File: config.mk
export PLATFORM = sky130hd
export DESIGN_NAME = mac_accumulator
export DESIGN_NICKNAME = d
export VERILOG_FILES = /design/src/rtl/mac_accumulator.sv
export SDC_FILE = /design/constraint.sdc
export NUM_CORES = 1
export LEC_CHECK = 0
export BUFFER_PORTS_ARGS = -buffer_cell sky130_fd_sc_hd__buf_2
export CORE_ASPECT_RATIO = 1.2
export CORE_UTILIZATION = 24
export CTS_BUF_LIST = sky130_fd_sc_hd__clkbuf_4
export DETAILED_ROUTE_END_ITERATION = 10
export PLACE_DENSITY = 0.54
export SYNTH_ARGS = -nofsm -noshare
export SYNTH_HDL_FRONTEND = slang
export SYNTH_SLANG_ARGS = --single-unit
export TNS_END_PERCENT = 100
File: constraint.sdc
create_clock -name clk -period 3.69 [get_ports clk]
set_input_delay 0.369 -clock clk [delete_from_list [all_inputs] [get_ports clk]]
set_output_delay 0.369 -clock clk [all_outputs]
set_load 0.05 [all_outputs]
File: src/rtl/mac_accumulator.sv
// ---------------------------------------------------------------------------
// mac_accumulator
//
// Sums a fixed number of unsigned 64-bit products from an upstream
// multiplier, then holds the result until a consumer takes it.
//
// The accepted start samples count. Each product that arrives with valid_in
// high is added to sum. Gaps of any length between products are allowed.
// After the last product the result is offered with valid_out. It stays
// stable until ready_in is seen.
//
// Configuration macro:
//   MAC_SATURATE_EN  If defined, a carry out of bit 63 clamps sum to all ones.
//                    If undefined (the default), sum wraps modulo 2^64.
//                    In both builds the sticky overflow flag is set.
//
// Ports:
//   clk        in   single clock; every state change is on its rising edge
//   reset      in   synchronous, active-high reset
//   start      in   begin a new accumulation; accepted only in IDLE
//   count      in   [COUNT_WIDTH] number of products; sampled with start
//   valid_in   in   a product is present on product this cycle
//   product    in   [64] unsigned product from the multiplier
//   ready_in   in   consumer accepts the result
//   busy       out  high in ACCUM and DONE
//   valid_out  out  result valid; high only in DONE
//   sum        out  [64] accumulator contents
//   overflow   out  sticky carry-out-of-bit-63 flag for this accumulation
// ---------------------------------------------------------------------------
module mac_accumulator #(
    parameter int COUNT_WIDTH = 16
) (
    input  logic                   clk,
    input  logic                   reset,
    input  logic                   start,
    input  logic [COUNT_WIDTH-1:0] count,
    input  logic                   valid_in,
    input  logic [63:0]            product,
    input  logic                   ready_in,
    output logic                   busy,
    output logic                   valid_out,
    output logic [63:0]            sum,
    output logic                   overflow
);

    typedef enum logic [1:0] {
        IDLE  = 2'd0,
        ACCUM = 2'd1,
        DONE  = 2'd2
    } state_t;

    state_t                 state;
    logic [COUNT_WIDTH-1:0] remaining;

    // Adder with the carry kept as a 65th bit
    logic [64:0] sum_ext;
    logic        carry;
    logic [63:0] next_sum;

    // NOTE: every signal assigned in always_comb gets a default first, so no path can infer a latch.
    always_comb begin
        sum_ext  = {1'b0, sum} + {1'b0, product};
        carry    = sum_ext[64];
        next_sum = sum_ext[63:0];
`ifdef MAC_SATURATE_EN
        // Clamp on carry. When sum is all ones, any nonzero product carries
        // again, so sum stays pinned for the rest of the run.
        if (carry) begin
            next_sum = '1;
        end
`endif
    end

    // busy and valid_out are registered along with the state. They change
    // on the same edge as the state they describe.
    // NOTE: sequential state uses non-blocking assignments only, so all registers update together at the edge.
    always_ff @(posedge clk) begin
        if (reset) begin
            state     <= IDLE;
            remaining <= '0;
            sum       <= '0;
            overflow  <= 1'b0;
            busy      <= 1'b0;
            valid_out <= 1'b0;
        end else begin
            case (state)
                IDLE: begin
                    if (start) begin
                        sum      <= '0;
                        overflow <= 1'b0;
                        busy     <= 1'b1;
                        if (count != '0) begin
                            remaining <= count;
                            state     <= ACCUM;
                        end else begin
                            // An empty accumulation completes at once
                            // with a zero result.
                            remaining <= '0;
                            valid_out <= 1'b1;
                            state     <= DONE;
                        end
                    end
                end

                ACCUM: begin
                    if (valid_in) begin
                        sum       <= next_sum;
                        remaining <= remaining - COUNT_WIDTH'(1);
                        if (carry) begin
                            overflow <= 1'b1;
                        end
                        if (remaining == COUNT_WIDTH'(1)) begin
                            valid_out <= 1'b1;
                            state     <= DONE;
                        end
                    end
                end

                DONE: begin
                    // sum and overflow are left untouched here. They stay
                    // visible in IDLE until the next accepted start.
                    if (ready_in) begin
                        valid_out <= 1'b0;
                        busy      <= 1'b0;
                        state     <= IDLE;
                    end
                end

                default: begin
                    state     <= IDLE;
                    busy      <= 1'b0;
                    valid_out <= 1'b0;
                end
            endcase
        end
    end

endmodule

==> reports/results.tsv <==
metric	value	unit
postCtsSetupBuffers	0	
grt_pass1_vias	7185	
wl_per_cell	16.3	um
portBuffers	151	
synth_edf_count	0	
cp-end-kind	register	
finalHoldViolCount	0	
start_util	0.245	
ctsRootBufferMaster	clkbuf_4	
synth_seq_cells	85	
seq_area_frac_synth	0.240	
cts_buffers	9	
drcViolationCount	0	
cts_tree	yes	
p_leak	3.70	nW
fin_tns_setup	0	ns
critical_path_required	4.11	ns
final_net_count	1219	
cp-start-kind	register	
ios	152	
max_slew_margin	0.417	
drt_first_iter_violations	340	
worstSetupPathType	register to register	
ff_latch_area	1700	um^2
avgSynthCellArea	7.50	um^2
min_period_over_period	0.866	
syn_inst	944	
stdcell_count	1458	
synth_flop_cell	dfxtp_1	
outcome	complete, no violations	
syn_to_final_growth	17.7	%
comb_power_share	0.377	
die_y	190	um
grt_pass1_wl	37900	um
avgViaCountPerCell	5.01	
swShare	0.436	
max_cap_violations	0	
num_vias	7303	
syn_nets	1096	
drive_above_1_share	0.191	
core_area	28900	um^2
cp_max_fo	3	
dp_hpwl	18600	um
dieArea	30200	um^2
ctsResizeCount	0	
synth_area	7080	um^2
powerDensity	314	nW/um^2
worstPathArrival	3.61	ns
yosys_warnings	0	
die_w	159	um
final.min_clock_period	3.20	ns
num_rows	68	
rsz0062_at_grt	false	
ir_drop	107	uV
drt.antenna.violating_nets	0	
wl	23800	um
drv_slew	0	
worstSkewPairLatency	0.49	ns
p_seq_frac	0.397	
max_freq	0.313	GHz
grt_max_degree	52	
numClockSinks	85	
placed_cells	1441	
hold_class	primary input to register	
setup_viol	0	
async_reset_ff_frac	0	
switching_power	1.14	mW
p_clk_frac	0.226	
clk_pin_slew	0.18	ns
gp_congestion	0.908	
multi_input_area	5080	um^2
final_area	8340	um^2
placed_cell_area	8200	um^2
max-clock-path-buffers	2	
p_int	1.48	mW
grt_use_total	0.158	
htree_levels	3	
timing.hold.ws	0.190	ns
antenna_found_initial	2	
synth.distinct_cells	74	
holdBufCountCts	0	
nFillCells	3270	
overflow	0	
dr.pass1.iters	5	
skew	0.0275	ns
worst_pin_slew	0.874	ns
-- through the flow --
step                total power [mW]   util  setup slack, ns
floorplan                       1.76      -            0.574
global placement                2.04  0.284            0.369
detailed placement              2.04  0.284            0.356
CTS                             2.65  0.288            0.504
global route                    2.80  0.288            0.241
finish                          2.62  0.288            0.493
-- worst max-delay path, cell delays in order, from the launching register on --
cell and delay, ns:
dfxtp_1 0.36, ha_1 0.20, inv_1 0.07, fa_1 0.20, nor2b_1 0.07, o2111ai_1 0.31
a21oi_1 0.19, nor4bb_1 0.42, buf_4 0.19, nand3b_1 0.13, nor3b_1 0.26, o21bai_1 0.17
or2_2 0.29, a32o_1 0.24
-- synth_stat cells, types with 3 or more instances --
cell	count	share of area
a211oi_1	8	0.0085
nor4_1	10	0.0088
a21boi_0	3	0.0032
buf_1	4	0.0021
o211ai_1	6	0.0064
a21o_1	36	0.038
a22o_1	3	0.0037
xor2_1	28	0.035
nor2b_1	8	0.0071
nor3_1	19	0.013
a22oi_1	26	0.028
o21a_1	8	0.0085
o22ai_1	5	0.0044
ha_1	66	0.12
buf_2	13	0.0092
a21oi_1	107	0.076
o21ai_0	84	0.059
nand2b_1	11	0.0097
o21ai_1	11	0.0078
dfxtp_1	85	0.24
a221oi_1	5	0.0062
xnor2_1	32	0.040
a31oi_1	6	0.0053
o31ai_1	6	0.0064
o21bai_1	16	0.017
inv_1	24	0.013
nand3_1	16	0.011
and2_1	5	0.0044
clkbuf_1	32	0.017
nand2_1	103	0.055
nand4_1	25	0.022
nor2_1	71	0.038
or3_1	8	0.0071
-- state kept, by name, summed over array words and instances (netlist names) --
register,cells
overflow,1
valid_out,1
busy,1
remaining,16
sum,64
state,2
-- worst paths after layout --
kind             from            to  slack, ns  depth (start not counted)
max            sum[0]       sum[46]       0.49                         13
min          count[9]  remaining[9]       0.19                          3
max reg2reg    sum[0]       sum[46]       0.49                         13
min reg2reg   sum[51]       sum[51]       0.47                          2
-- metal layers --
| layer | vias up | GRT usage | share of wire |
|---|---|---|---|
| li1 | 3718 | - | - |
| met1 | 3385 | 0.209 | 0.48 |
| met2 | 179 | 0.265 | 0.46 |
| met3 | 21 | 0.0281 | 0.052 |
| met4 | 0 | 0.0373 | 0.012 |
| met5 | - | 0 | 0 |
-- layout by cell type (no fill, tap or decap), types with 11 or more instances in the layout --
cell type	instances
o21bai_1	16
nor2_1	70
o21ai_1	11
buf_4	13
xnor2_1	32
a21oi_1	107
buf_2	151
xor2_1	28
o21ai_0	84
a22oi_1	26
nand2_1	103
nand3_1	16
ha_1	66
nor3_1	19
dfxtp_1	85
nand4_1	25
inv_1	24
a21o_1	36
nand2b_1	11
-- power by group through the flow --
stage,Sequential (mW),Clock [mW],Combinational (mW)
after detailed placement,1.06,0,0.985
after floorplan,1.16,0,0.597
final,1.04,0.591,0.987
after CTS,1.04,0.622,0.990
after global placement,1.06,0,0.980
after global routing,1.05,0.661,1.09
-- logic make-up (layout without fill, tap and decap cells) --
logic type / Yosys count / count (layout) / synth area share
muxes: 1 / 1 / 0.00141
AOI/OAI and AO/OA: 363 / 363 / 0.328
xor gates and xnor gates: 60 / 60 / 0.0742
adders and majority gates: 67 / 67 / 0.119
DFF: 85 / 85 / 0.240
and+or+nand+nor: 292 / 292 / 0.194
other: 0 / 1 / 0
buffers and inverters: 76 / 204 / 0.0435
-- cell type report --
cell class              instances  share of cell area
multi-input cells             783               0.609
flip-flops and latches         85               0.204
repair buffers                164               0.102
well taps                     385              0.0578
inverters                      24              0.0108
clock buffers                   9             0.00810
clock inverters                 7             0.00780
diodes                          1            0.000300
No activity file was read; power rests on OpenSTA's default activity.
